File: src/rtl/mux2_rr_arbiter_pkg.sv
// Shared encodings and the round-robin pick rule for the two-requester arbiter.
package mux2_rr_arbiter_pkg;

  localparam logic [1:0] ST_IDLE  = 2'd0;
  localparam logic [1:0] ST_GNT_A = 2'd1;
  localparam logic [1:0] ST_GNT_B = 2'd2;

  localparam logic SRC_A = 1'b0;
  localparam logic SRC_B = 1'b1;

  // On a tie the requester that did not win last time gets the grant.
  function automatic logic [1:0] arbitrate(input logic a_req, input logic b_req,
                                           input logic last);
    if (a_req && b_req) return (last == SRC_A) ? ST_GNT_B : ST_GNT_A;
    if (a_req)          return ST_GNT_A;
    if (b_req)          return ST_GNT_B;
    return ST_IDLE;
  endfunction

endpackage

File: src/rtl/mux2_rr_arbiter_mux.sv
// WIDTH-bit combinational 2:1 mux: f = s ? b : a.
module mux2_1_vec #(
  parameter int WIDTH = 8
) (
  output logic [WIDTH-1:0] f,
  input  logic             s,
  input  logic [WIDTH-1:0] a,
  input  logic [WIDTH-1:0] b
);

  assign f = s ? b : a;

endmodule

File: src/rtl/mux2_rr_arbiter.sv
// Round-robin arbiter feeding a one-deep valid/ready output register through a 2:1 mux.
// Optional feature: define ARB_LOCK_EN to add a_lock/b_lock grant-locking inputs.
module mux2_rr_arbiter #(
  parameter int WIDTH = 8
) (
  input  logic             clk,
  input  logic             rst,
  input  logic             a_req,
  input  logic [WIDTH-1:0] a_data,
  output logic             a_ack,
  input  logic             b_req,
  input  logic [WIDTH-1:0] b_data,
  output logic             b_ack,
`ifdef ARB_LOCK_EN
  input  logic             a_lock,
  input  logic             b_lock,
`endif
  output logic             sel,
  output logic             out_valid,
  output logic [WIDTH-1:0] out_data,
  output logic             out_src,
  input  logic             out_ready
);
  import mux2_rr_arbiter_pkg::*;

  logic [1:0]       state;
  logic             last;
  logic             slot_free;
  logic             a_hold;
  logic             b_hold;
  logic [WIDTH-1:0] mux_out;

`ifdef ARB_LOCK_EN
  assign a_hold = a_lock;
  assign b_hold = b_lock;
`else
  assign a_hold = 1'b0;
  assign b_hold = 1'b0;
`endif

  // A word leaving this cycle frees the register for a same-cycle refill.
  assign slot_free = ~out_valid | out_ready;
  assign sel       = (state == ST_GNT_B);
  assign a_ack     = (state == ST_GNT_A) & a_req & slot_free;
  assign b_ack     = (state == ST_GNT_B) & b_req & slot_free;

  mux2_1_vec #(.WIDTH(WIDTH)) u_mux (
    .f (mux_out),
    .s (sel),
    .a (a_data),
    .b (b_data)
  );

  // NOTE: state registers use non-blocking assignments so every flop samples pre-edge values.
  always_ff @(posedge clk or posedge rst) begin
    if (rst) begin
      state     <= ST_IDLE;
      last      <= SRC_B;
      out_valid <= 1'b0;
      out_data  <= '0;
      out_src   <= SRC_A;
    end else begin
      if (a_ack || b_ack) begin
        out_valid <= 1'b1;
        out_data  <= mux_out;
        out_src   <= b_ack ? SRC_B : SRC_A;
      end else if (out_ready) begin
        out_valid <= 1'b0;
      end

      // A granted requester is never preempted; it keeps the grant until acked or withdrawn.
      case (state)
        ST_IDLE: state <= arbitrate(a_req, b_req, last);
        ST_GNT_A: begin
          if (!a_req) begin
            state <= ST_IDLE;
          end else if (a_ack && !a_hold) begin
            last  <= SRC_A;
            state <= arbitrate(a_req, b_req, SRC_A);
          end
        end
        ST_GNT_B: begin
          if (!b_req) begin
            state <= ST_IDLE;
          end else if (b_ack && !b_hold) begin
            last  <= SRC_B;
            state <= arbitrate(a_req, b_req, SRC_B);
          end
        end
        default: state <= ST_IDLE;
      endcase
    end
  end

endmodule

File: config.mk
export PLATFORM = sky130hd
export DESIGN_NAME = mux2_rr_arbiter
export DESIGN_NICKNAME = d
export VERILOG_FILES = /design/src/rtl/mux2_rr_arbiter_pkg.sv /design/src/rtl/mux2_rr_arbiter_mux.sv /design/src/rtl/mux2_rr_arbiter.sv
export SDC_FILE = /design/constraint.sdc
export NUM_CORES = 1
export LEC_CHECK = 0
export BUFFER_PORTS_ARGS = -buffer_cell sky130_fd_sc_hd__buf_2
export CORE_MARGIN = 1
export CORE_UTILIZATION = 31
export CTS_CLUSTER_DIAMETER = 50
export DETAILED_ROUTE_END_ITERATION = 10
export RECOVER_POWER = 100
export SETUP_SLACK_MARGIN = 0.1
export SLEW_MARGIN = 5
export SYNTH_ARGS = -nofsm -noshare
export SYNTH_HDL_FRONTEND = slang
export SYNTH_SLANG_ARGS = --single-unit
File: constraint.sdc
create_clock -name clk -period 1.8 [get_ports clk]
set_input_delay 0.36 -clock clk [delete_from_list [all_inputs] [get_ports clk]]
set_output_delay 0.36 -clock clk [all_outputs]
set_load 0.02 [all_outputs]
==> results of run 1 <==
## through the flow
stage / hold WS, ns / cells / utilization / cell area [um2]
2_1_floorplan: 0.236 / 61 / - / 737
3_3_place_gp: 0.410 / 121 / 0.413 / 922
3_5_place_dp: 0.417 / 121 / 0.413 / 922
4_1_cts: 0.108 / 126 / 0.429 / 958
5_1_grt: 0.129 / 128 / 0.425 / 950
6_report: 0.0860 / 128 / 0.425 / 950
## worst paths after layout
path / start / end / cells past startpoint / slack (ns)
setup reg to reg: state[1] / out_data[5] / 4 / 0.20
min in group clk: a_req / state[0] / 2 / 0.38
setup / recovery: state[1] / a_ack / 3 / 0.19
hold / removal: rst / out_valid / 2 / 0.09
max in group asynchronous: rst / state[0] / 2 / 1.37
hold reg to reg: out_data[0] / out_data[0] / 1 / 0.51
## sequential cells by signal, indices dropped and copies added, names as in the netlist
name,flops
out_valid,1
last,1
out_data,8
out_src,1
state,2
## final cells by class
class                      instances  area, um2  share of cell area
inverter                           4       15.0              0.0158
clock buffer                       3       22.5              0.0237
multi-input combinational         42        373               0.393
clock inverter                     1       5.00             0.00527
sequential                        13        328               0.345
tap                               28       35.0              0.0369
timing repair buffer              37        171               0.181
## layout by cell type, fill, tap and decap left out
| cell | Yosys | layout |
|---|---|---|
| mux2_2 | 14 | 14 |
| and3b_1 | 1 | 1 |
| o211ai_1 | 2 | 2 |
| clkbuf_2 | 0 | 1 |
| nand2_1 | 1 | 1 |
| clkbuf_4 | 0 | 3 |
| and3_1 | 1 | 1 |
| buf_2 | 0 | 22 |
| clkinv_2 | 0 | 1 |
| inv_1 | 4 | 4 |
| nor2_1 | 2 | 2 |
| a21oi_4 | 1 | 1 |
| clkbuf_1 | 0 | 13 |
| nor2b_1 | 1 | 1 |
| o2111a_1 | 2 | 2 |
| nor3b_1 | 1 | 1 |
| nand3b_1 | 2 | 2 |
| dfrtp_1 | 12 | 11 |
| nand3_1 | 1 | 1 |
| mux2_4 | 2 | 2 |
| nand2b_4 | 1 | 1 |
| dfstp_2 | 1 | 1 |
| a31oi_1 | 2 | 2 |
| dfrtp_2 | 0 | 1 |
| o21ai_0 | 6 | 6 |
| buf_4 | 0 | 1 |
| and2b_2 | 1 | 1 |
| nand2b_1 | 1 | 1 |
## cells by family (layout without fill, tap and decap cells)
logic type             count (synthesis)  after routing  share of synthesized area
and+or+nand+nor                       13             13                      0.121
DFF                                   13             13                      0.443
buffers and inverters                  6             45                     0.0509
muxes                                 16             16                      0.255
AOI/OAI and AO/OA                     13             13                      0.131
## power by group
group          leakage (nW)  switching [mW]  internal, mW
logic                 0.268           0.340         0.267
clock network        0.0177          0.0999        0.0823
registers             0.152          0.0928         0.433
total                 0.438           0.533         0.782
## worst register-to-register path: stages (launching register included)
cell	delay, ns
dfrtp_1	0.48
nand3b_1	0.22
clkbuf_1	0.15
a21oi_4	0.27
mux2_2	0.37
## layer usage
metal  GRT usage  routed length (um)  vias to the layer above  part of all wire
met1       0.156                 685                      302              0.45
met5           0                   0                        -                 0
met4      0.0880                  22                        0             0.014
li1            -                   -                      299                 -
met2       0.220                 765                       15              0.50
met3      0.0182                  51                        2             0.033
## repair_timing
action,4_1_cts,5_1_grt
setup buffers,1,2
setup endpoints to repair,2,1
endpoints found under the hold margin,0,0
resized for setup,1,0
==> reports/results.txt, run 1 <==
The run finished with clean final reports. Data on the critical path is required at its endpoint by 1.44 ns. Entering global routing, the biggest net connects 14 pins. The number of clock sinks seen by CTS is 13, and the data arrival time of the worst path is 1.25 ns. The run gives 0.443 as the sequential share of the synthesized area.

The die is 50.8 um wide. The cell area after technology mapping was 737 um2; the final count of hold timing violations was 0. Kind of launch point of the worst setup path: a flop. After synthesis, the most frequently instantiated cells are 14 x mux2_2, 12 x dfrtp_1, 6 x o21ai_0. The number of global-route vias before repair was 615. The cell count after synthesis came out at 61. Global routing finished with a remaining overflow of 0. The mean instance size in the synthesized netlist was 12.1 um2. For the number of fill cells, the log shows 240. Traced cell by cell, the critical path runs through nand3b_1 > nor2_1 > buf_2. The core region is 2230 um2. OpenSTA, run right after detailed placement, puts the worst setup slack at 0.243 ns.

For the total global-route track usage, the log shows 0.132. The number of I/O port buffers is 33. TritonCTS built the clock tree. The number of remaining DRC errors was 0. In this run the remaining antenna-violating nets after routing total 0.

The worst setup path is captured at a primary output. CTS root buffer: clkbuf_4. In the synthesized netlist the dominant register cell turns out to be dfrtp_1.

For this design, the CTS-stage hold fixing added 0 buffers. The smallest clock period supported by the final layout is computed as 1.61 ns. Fraction of post-synthesis cell area in the top cell type by area: 0.407. The clock passes through at most 2 buffers. The die is 50.8 um tall. The logs give 3 for the DRC marker count from the first detailed-route iteration and 122 for the total number of nets in the final design. Total wire length after detailed routing: 1520 um. The share of the clock period used by the worst path after layout was 0.895; the worst-path maximum fanout was 8. Yosys instantiated no cell more often than mux2_2.

For the number of optimization iterations in the first detailed-route pass, the log shows 4. The gate family responsible for the most delay along the worst path was flip-flops. In the routed layout, each cell is associated on average with a via count of 4.83. For the I/O pin total, the log shows 34.

For the power after layout, the log shows 1.31 mW. The diode insertion count for antenna repair came out at 0. For the total nets after synthesis, the log shows 82. At the later pin of the worst-skew pair, clock insertion delay measures 0.27 ns. The worst hold path belongs to the class in2async. The detailed router placed 618 vias in this run.

The number of synthesis warnings is 0, and the remaining max-slew budget at the tightest pin is 0.685. The die covers 2580 um2. For this run, the slowest stage of the critical path takes 0.48 ns.

Based on the critical path, the design can be clocked at up to 0.621 GHz. Combined buffer and inverter count along the critical path: 1. The cell area power density works out to 1380 nW/um2.

The number of clock buffers added by TritonCTS is 3. Sorting the synthesized cells by area gives the leading types as dfrtp_1 41%, mux2_2 21%, o21ai_0 4.1%. The number of max-capacitance violations reported was 0.

The cell type with the highest aggregate area in the netlist was dfrtp_1. The tools report the worst setup slack after layout as 0.189 ns. Clock-pin slew was measured on the worst setup and hold paths at 0.09 ns.

The run gives 0.330 as the initial core utilization. The tools report the number of distinct library cells after synthesis as 22. The highest ir drop seen on vdd came out at 0.000760 V. The total leakage power is 0.438 nW, and the fraction of registers with async set or reset after synthesis is 1.00. The final weighted congestion in routability-driven placement was 0.719; the final setup violation count was 0. The run gives 1 as the total number of H-tree levels. The first global-routing pass estimated 2520 um of wire. Final setup TNS: 0 ns. After detailed routing, the average wire length per cell comes to 11.9 um. The fraction of layout cells with a size suffix above 1 works out to 0.490. The slowest stage of the critical path belongs to the cell dfrtp_1. The run gives 0 as the number of antenna violations at the first check in global routing. Setup repair after global routing left no endpoint under its margin. The count of flip-flops with a built-in enable after synthesis was 0. Summed over all nets, the half-perimeter wirelength after detailed placement is 1140 um. The initialized floorplan defines 17 standard-cell rows.

The transition at the pin with the smallest max-transition slack came out at 0.472 ns. The growth of design area from synthesis to finish works out to 28.9%. Counting flops and latches in the post-synthesis netlist gives 13.

The run gives 0 as the total count of max-transition violations in the final report. The critical path is of the reg2out type. Across the routed clock network, the largest skew measured is 0.00205 ns.
Note: power is estimated with default switching activity, not from simulation.
==> run 2, diff against run 1 <==
--- a/config.mk
+++ b/config.mk
@@ -7,9 +7,10 @@
 export LEC_CHECK = 0
 export BUFFER_PORTS_ARGS = -buffer_cell sky130_fd_sc_hd__buf_2
 export CORE_MARGIN = 1
-export CORE_UTILIZATION = 31
+export CORE_UTILIZATION = 44
 export CTS_CLUSTER_DIAMETER = 50
 export DETAILED_ROUTE_END_ITERATION = 10
+export PLACE_DENSITY = 0.76
 export RECOVER_POWER = 100
 export SETUP_SLACK_MARGIN = 0.1
 export SLEW_MARGIN = 5
==> run 2 against run 1 <==
Non-clock buffer count is 1 lower. Clock skew hardly changed. First-iteration DRC count grew to 8.0 times the previous value. Count of clock-buffer cells in the layout is 1 higher. Combinational power hardly changed. Via count is 0.81% higher. Flip-flop and latch count stayed put. Sequential power hardly changed. Register-to-register slack worse by 0.02 ns. Critical endpoint is now b_ack. Largest cell class unchanged.
==> reports/results.txt, run 2 (same netlist as run 1, synthesis figures left out) <==
CTS root buffer: clkbuf_4 (unchanged). For the number of antenna violations at the first check in global routing, the log shows 0 (unchanged). The growth of design area from synthesis to finish is 26.5% (was 28.9%). The kind of launch point of the worst setup path is a flop (unchanged).

CTS clock-pin slew for the worst setup and hold paths: 0.08 ns (was 0.09 ns). The tools report the clock group share of total power as 0.136 (was 0.139). The tools report the number of global-route vias before repair as 551 (was 615). Number of buffers between clock root and the deepest sink: 2 (unchanged). The path class of the lowest-slack min-delay path is in2async (unchanged). The tools report the worst-case clock skew as 0.00237 ns (was 0.00205 ns).

The run gives 13 (unchanged) as the number of clock sinks seen by CTS. Number of flip-flops in the largest register: 8 (unchanged). The remaining max-slew budget at the tightest pin is 0.665 (was 0.685), and the final setup TNS is 0 ns (unchanged).

The logs give 1150 um (was 1140 um) for the HPWL after detailed placement and 115 (was 128) for the number of standard cells in the layout, taps in and fillers out. For the initial core utilization, the log shows 0.478 (was 0.330). The transition at the pin with the smallest max-transition slack was 0.502 ns (was 0.472 ns); the clock latency reported for the late side of the worst-skew pair was 0.27 ns (about the same). The total leakage power is 0.439 nW (was 0.438 nW), and the row count is 14 (was 17).

The run gives 0 (unchanged) as the total count of max-transition violations in the final report. The flow ran to the end, and the final reports show no timing, DRC or antenna violations. The hold-fix buffer count after cts was 0 (unchanged); the final critical path time including I/O delays and setup was 1.64 ns (was 1.61 ns). The data required time at the worst endpoint is 1.44 ns (about the same), and the share of power burned in registers is 0.401 (was 0.400). The fraction of layout cells with a size suffix above 1 is 0.475 (was 0.490). The I/O pin total was 34 (unchanged); the share of the clock period used by the worst path after layout was 0.912 (was 0.895). The tools report the fmax as 0.609 GHz (was 0.621 GHz).

The run gives 0 (unchanged) as the number of max-capacitance violations reported. The first-pass GRT wire length was 2380 um (was 2520 um). The tools report the residual antenna-violating net count after detailed routing as 0 (unchanged).

For the highest ir drop seen on vdd, the log shows 0.000714 V (was 0.000760 V). The part of the total power dissipated in combinational logic came out at 0.463 (was 0.462). Commonest cells after routing, fill and taps aside: 23 x buf_2, 14 x mux2_2, 12 x clkbuf_1, 12 x dfrtp_1, 6 x o21ai_0 (was 22 x buf_2, 14 x mux2_2, 13 x clkbuf_1). TritonCTS built the clock tree. For the final count of hold timing violations, the log shows 0 (unchanged).

The DRC marker count from the first detailed-route iteration was 24 (was 3); the largest net degree at the start of global routing was 14 (unchanged). The area of the core is 1540 um2 (was 2230 um2). The die outline height was 42.9 um (was 50.8 um); the total placed cells including tap cells was 109 (was 121). The data arrival time of the worst path was 1.28 ns (was 1.25 ns); the average detailed-routed wire length per instance was 13.4 um (was 11.9 um).

The total number of nets in the final design was 121 (was 122); the final-layout worst hold slack was 0.0992 ns (was 0.0860 ns). The final weighted congestion in routability-driven placement was 0.756 (was 0.719). The class of the most critical setup path is reg2out (unchanged). The horizontal die dimension was 42.9 um (was 50.8 um); the internal power component was 782 uW (about the same). The number of I/O port buffers is 33 (unchanged), and the total global-route track usage is 0.178 (was 0.132). The detail-routed via count per cell came out at 5.42 (was 4.83). The total number of H-tree levels came out at 1 (unchanged). For the total number of vias, the log shows 623 (was 618). Most common library cell in the layout ignoring fill and taps: buf_2 (unchanged).

The tools report the net load switching power as 530 uW (was 533 uW). The logs give 1840 um2 (was 2580 um2) for the die area and 3 (unchanged) for the total clock buffers created by CTS. The diode insertion count for antenna repair is 0 (unchanged). The run gives 0 (unchanged) as the final global-route overflow total. For the number of remaining DRC errors, the log shows 0 (unchanged). The most flop-heavy register was out_data (unchanged). The number of optimization iterations in the first detailed-route pass was 5 (was 4); the worst-path maximum fanout was 9 (was 8). For the final setup violation count, the log shows 0 (unchanged). Registers with the most flip-flops: out_data x8, state x2 (unchanged).

Switching fraction of total power: 0.404 (was 0.406). The sort of element at the end of the critical path was a primary output (unchanged). Cell area power density: 1410 nW/um2 (was 1380 nW/um2).

Setup repair after global routing left no endpoint under its margin. Total wire length after detailed routing: 1540 um (was 1520 um).
run 2: power by group through the flow:
stage | registers (mW) | clock network (mW) | logic (mW)
detailed placement | 0.532 | 0 | 0.630
floorplan | 0.652 | 0 | 0.324
global route | 0.542 | 0.197 | 0.655
finish | 0.526 | 0.179 | 0.607
global placement | 0.523 | 0 | 0.619
CTS | 0.529 | 0.184 | 0.638
run 2: final cells by class:
cell class | count | area, um2
flip-flops and latches | 13 | 327
fillers | 148 | 609
multi-input cells | 42 | 373
clock buffers | 4 | 26.3
well taps | 16 | 20.0
repair buffers | 36 | 171
inverters | 4 | 15.0
run 2: final timing paths:
kind	cells past startpoint	from	to	slack (ns)
setup / recovery	4	state[0]	b_ack	0.16
hold / removal	2	rst	out_data[1]	0.1
setup reg to reg	4	state[1]	out_data[3]	0.18
hold reg to reg	1	out_data[7]	out_data[7]	0.51
max in group asynchronous	2	rst	last	1.34
min in group clk	2	a_req	state[0]	0.38
run 2: metrics by stage:
stage          utilization  setup WS, ns  instance area (um2)  total power, mW
2_1_floorplan            -         0.256                  737            0.976
5_1_grt              0.605        0.0729                  932             1.39
6_report             0.605         0.158                  932             1.31
4_1_cts              0.611         0.116                  942             1.35
3_5_place_dp         0.588         0.240                  907             1.16
3_3_place_gp         0.588         0.272                  907             1.14
run 2: critical path: stages, from the launching register on:
cell and delay [ns]:
dfrtp_1 0.48, nand2b_4 0.18, inv_1 0.04, and3_1 0.16, buf_2 0.15
run 2: timing repair:
action                                  4_1_cts  5_1_grt
resized for setup                             1        0
setup buffers                                 1        1
endpoints found under the setup margin        1        1
run 2: per-layer routing:
metal	global-route usage	part of all wire
met2	0.309	0.53
met5	0	0
met3	0.0426	0.048
met1	0.197	0.42
met4	0.0938	0.0078
==> run 3, diff against run 2 <==
--- a/config.mk
+++ b/config.mk
@@ -7,10 +7,11 @@
 export LEC_CHECK = 0
 export BUFFER_PORTS_ARGS = -buffer_cell sky130_fd_sc_hd__buf_2
 export CORE_MARGIN = 1
-export CORE_UTILIZATION = 44
+export CORE_UTILIZATION = 47
+export CTS_BUF_LIST = sky130_fd_sc_hd__clkbuf_4
 export CTS_CLUSTER_DIAMETER = 50
 export DETAILED_ROUTE_END_ITERATION = 10
-export PLACE_DENSITY = 0.76
+export PLACE_DENSITY = 0.8
 export RECOVER_POWER = 100
 export SETUP_SLACK_MARGIN = 0.1
 export SLEW_MARGIN = 5
==> run 3 against run 2 <==
Core utilization is 9.0 points higher. Total power rose by 3.3%. Sequential power about the same. Critical path depth fell by 1. Register-to-register slack about the same. Count of clock-buffer cells in the layout is the same. Die area down 6.1%. Critical endpoint is now a_ack. Largest cell class unchanged. Largest power group unchanged.
==> reports/results.txt, run 3 (same netlist as run 1, synthesis figures left out) <==
The reg-to-reg setup timing slack is 0.18 ns (about the same), and the I/O pin total is 34 (unchanged). The run gives 3 (unchanged) as the total clock buffers created by CTS. The flow ran to the end, and the final reports show no timing, DRC or antenna violations. Commonest cells after routing, fill and taps aside: 22 x buf_2, 14 x mux2_2, 13 x clkbuf_1 (was 23 x buf_2, 14 x mux2_2, 12 x clkbuf_1, 12 x dfrtp_1, 6 x o21ai_0). The horizontal die dimension works out to 41.6 um (was 42.9 um).

The die area was 1730 um2 (was 1840 um2). The number of clock sinks seen by CTS came out at 13 (unchanged). Largest net degree at the start of global routing: 14 (unchanged).

The tools report the first-pass GRT wire length as 2480 um (was 2380 um). The worst-path maximum fanout was 8 (was 9); the number of standard cells in the layout, taps in and fillers out was 118 (was 115). The number of flip-flops in the largest register works out to 8 (unchanged). The number of antenna violations at the first check in global routing was 0 (unchanged).

Setup repair after global routing left no endpoint under its margin. Total number of nets in the final design: 125 (was 121). The total placed cells including tap cells is 108 (was 109), and the DRC marker count from the first detailed-route iteration is 10 (was 24).

CTS clock-pin slew for the worst setup and hold paths: 0.08 ns (about the same). The fmax came out at 0.615 GHz (was 0.609 GHz). Highest ir drop seen on vdd: 0.000830 V (was 0.000714 V). The final critical path time including I/O delays and setup works out to 1.63 ns (was 1.64 ns). The tools report the total number of H-tree levels as 1 (unchanged).

The kind of launch point of the worst setup path is a flop (unchanged). For the initial core utilization, the log shows 0.533 (was 0.478). The logs give 0 (unchanged) for the final setup violation count and 1130 um (was 1150 um) for the HPWL after detailed placement. The number of max-capacitance violations reported is 0 (unchanged), and the final weighted congestion in routability-driven placement is 0.713 (was 0.756). The worst setup slack after layout is 0.174 ns (was 0.158 ns), and the logic depth of the worst register-to-register path is 4 (unchanged). The total leakage power is 0.453 nW (was 0.439 nW), and the final global-route overflow total is 0 (unchanged).

The run gives 0.00408 ns (was 0.00237 ns) as the worst-case clock skew. The growth of design area from synthesis to finish came out at 30.4% (was 26.5%). Number of buffers between clock root and the deepest sink: 2 (unchanged). The transition at the pin with the smallest max-transition slack works out to 0.492 ns (was 0.502 ns).

For the final setup TNS, the log shows 0 ns (unchanged). The share of the clock period used by the worst path after layout is 0.903 (was 0.912), and the diode insertion count for antenna repair is 0 (unchanged). For the residual antenna-violating net count after detailed routing, the log shows 0 (unchanged). The sort of element at the end of the critical path is a primary output (unchanged).

The tools report the CTS root buffer as clkbuf_4 (unchanged). For the number of remaining DRC errors, the log shows 0 (unchanged). The amount of wire on met3 after detailed routing was 92 um (was 74 um). The number of global-route vias before repair came out at 562 (was 551). The fraction of layout cells with a size suffix above 1 is 0.505 (was 0.475). The tools report the total global-route track usage as 0.194 (was 0.178). Most flop-heavy register: out_data (unchanged). The run gives 13 (was 14) as the row count. The run gives 607 um (was 639 um) as the met1 wire length. The logs give 1.27 ns (was 1.28 ns) for the data arrival time of the worst path and 4 (was 5) for the number of optimization iterations in the first detailed-route pass.

The run gives 1560 um (was 1540 um) as the total wire length after detailed routing. The tools report the clock latency reported for the late side of the worst-skew pair as 0.28 ns (was 0.27 ns). Registers with the most flip-flops: out_data x8, state x2 (unchanged).

The detail-routed via count per cell was 5.50 (was 5.42); the average detailed-routed wire length per instance was 13.2 um (was 13.4 um). The area of the core is 1380 um2 (was 1540 um2), and the remaining max-slew budget at the tightest pin is 0.672 (was 0.665). TritonCTS built the clock tree.

The cell area power density was 1410 nW/um2 (about the same); the number of I/O port buffers was 33 (unchanged). For the worst-case setup slack after placement, the log shows 0.256 ns (was 0.240 ns). The tools report the total number of vias as 649 (was 623). The utilization of the core after routing came out at 0.695 (was 0.605).

The class of the most critical setup path was reg2out (unchanged). The die outline height is 41.6 um (was 42.9 um). The uppermost layer routed was met4 (unchanged).

The met2 wirelength from detailed routing is 828 um (was 810 um), and the total count of max-transition violations in the final report is 0 (unchanged). The most common library cell in the layout ignoring fill and taps was buf_2 (unchanged). The path class of the lowest-slack min-delay path was in2async (unchanged). Final count of hold timing violations: 0 (unchanged). The run gives 1.44 ns (about the same) as the data required time at the worst endpoint.
==> run 3: cell types whose count changed in the layout (fill, tap and decap cells not counted) <==
cell,change
buf_4,+2
clkbuf_4,+2
buf_2,-1
clkbuf_1,+1
dfrtp_1,-1
dfrtp_2,+1
dfstp_1,-1
dfstp_2,+1
==> run 3: layout make-up <==
type,instances,area [um2]
sequential,13,328
timing repair buffer,40,196
fill,119,422
tap,15,18.8
inverter,4,15.0
clock buffer,4,30.0
multi-input combinational,42,373
==> run 3: per-stage QoR <==
step	instance area, um2	power [mW]	hold slack (ns)
2_1_floorplan	737	0.976	0.236
3_3_place_gp	906	1.14	0.407
3_5_place_dp	906	1.16	0.412
4_1_cts	937	1.36	0.110
5_1_grt	961	1.45	0.119
6_report	961	1.36	0.0920
==> run 3: worst max-delay path: stages, from the launching register on <==
cell      delay [ns]
dfrtp_1         0.47
nand3b_1        0.24
nor2_1          0.11
buf_2           0.17
==> run 3: power by group <==
part           internal [mW]  switching, mW  total, mW
clock                  0.101         0.0968      0.198
sequential             0.433         0.0934      0.526
combinational          0.285          0.346      0.631
total                  0.819          0.536       1.36
==> run 3: routing by layer <==
metal  track usage  up-vias
met2         0.297       26
met3        0.0565        4
li1              -      306
met1         0.239      313
met4         0.116        0
met5             0        -
==> run 3: final timing paths <==
path | start | endpoint
max | state[1] | a_ack
min | rst | out_data[0]
max reg2reg | state[1] | out_data[4]
min reg2reg | out_data[2] | out_data[2]
max in group asynchronous | rst | state[0]
min in group clk | a_req | state[0]
==> run 3: what timing repair did <==
action,in CTS,in global routing
setup buffers,0,6
endpoints found under the setup margin,1,2
cloned,0,0
hold endpoints to repair,0,0
gates resized for setup,1,1
hold buffers,0,0
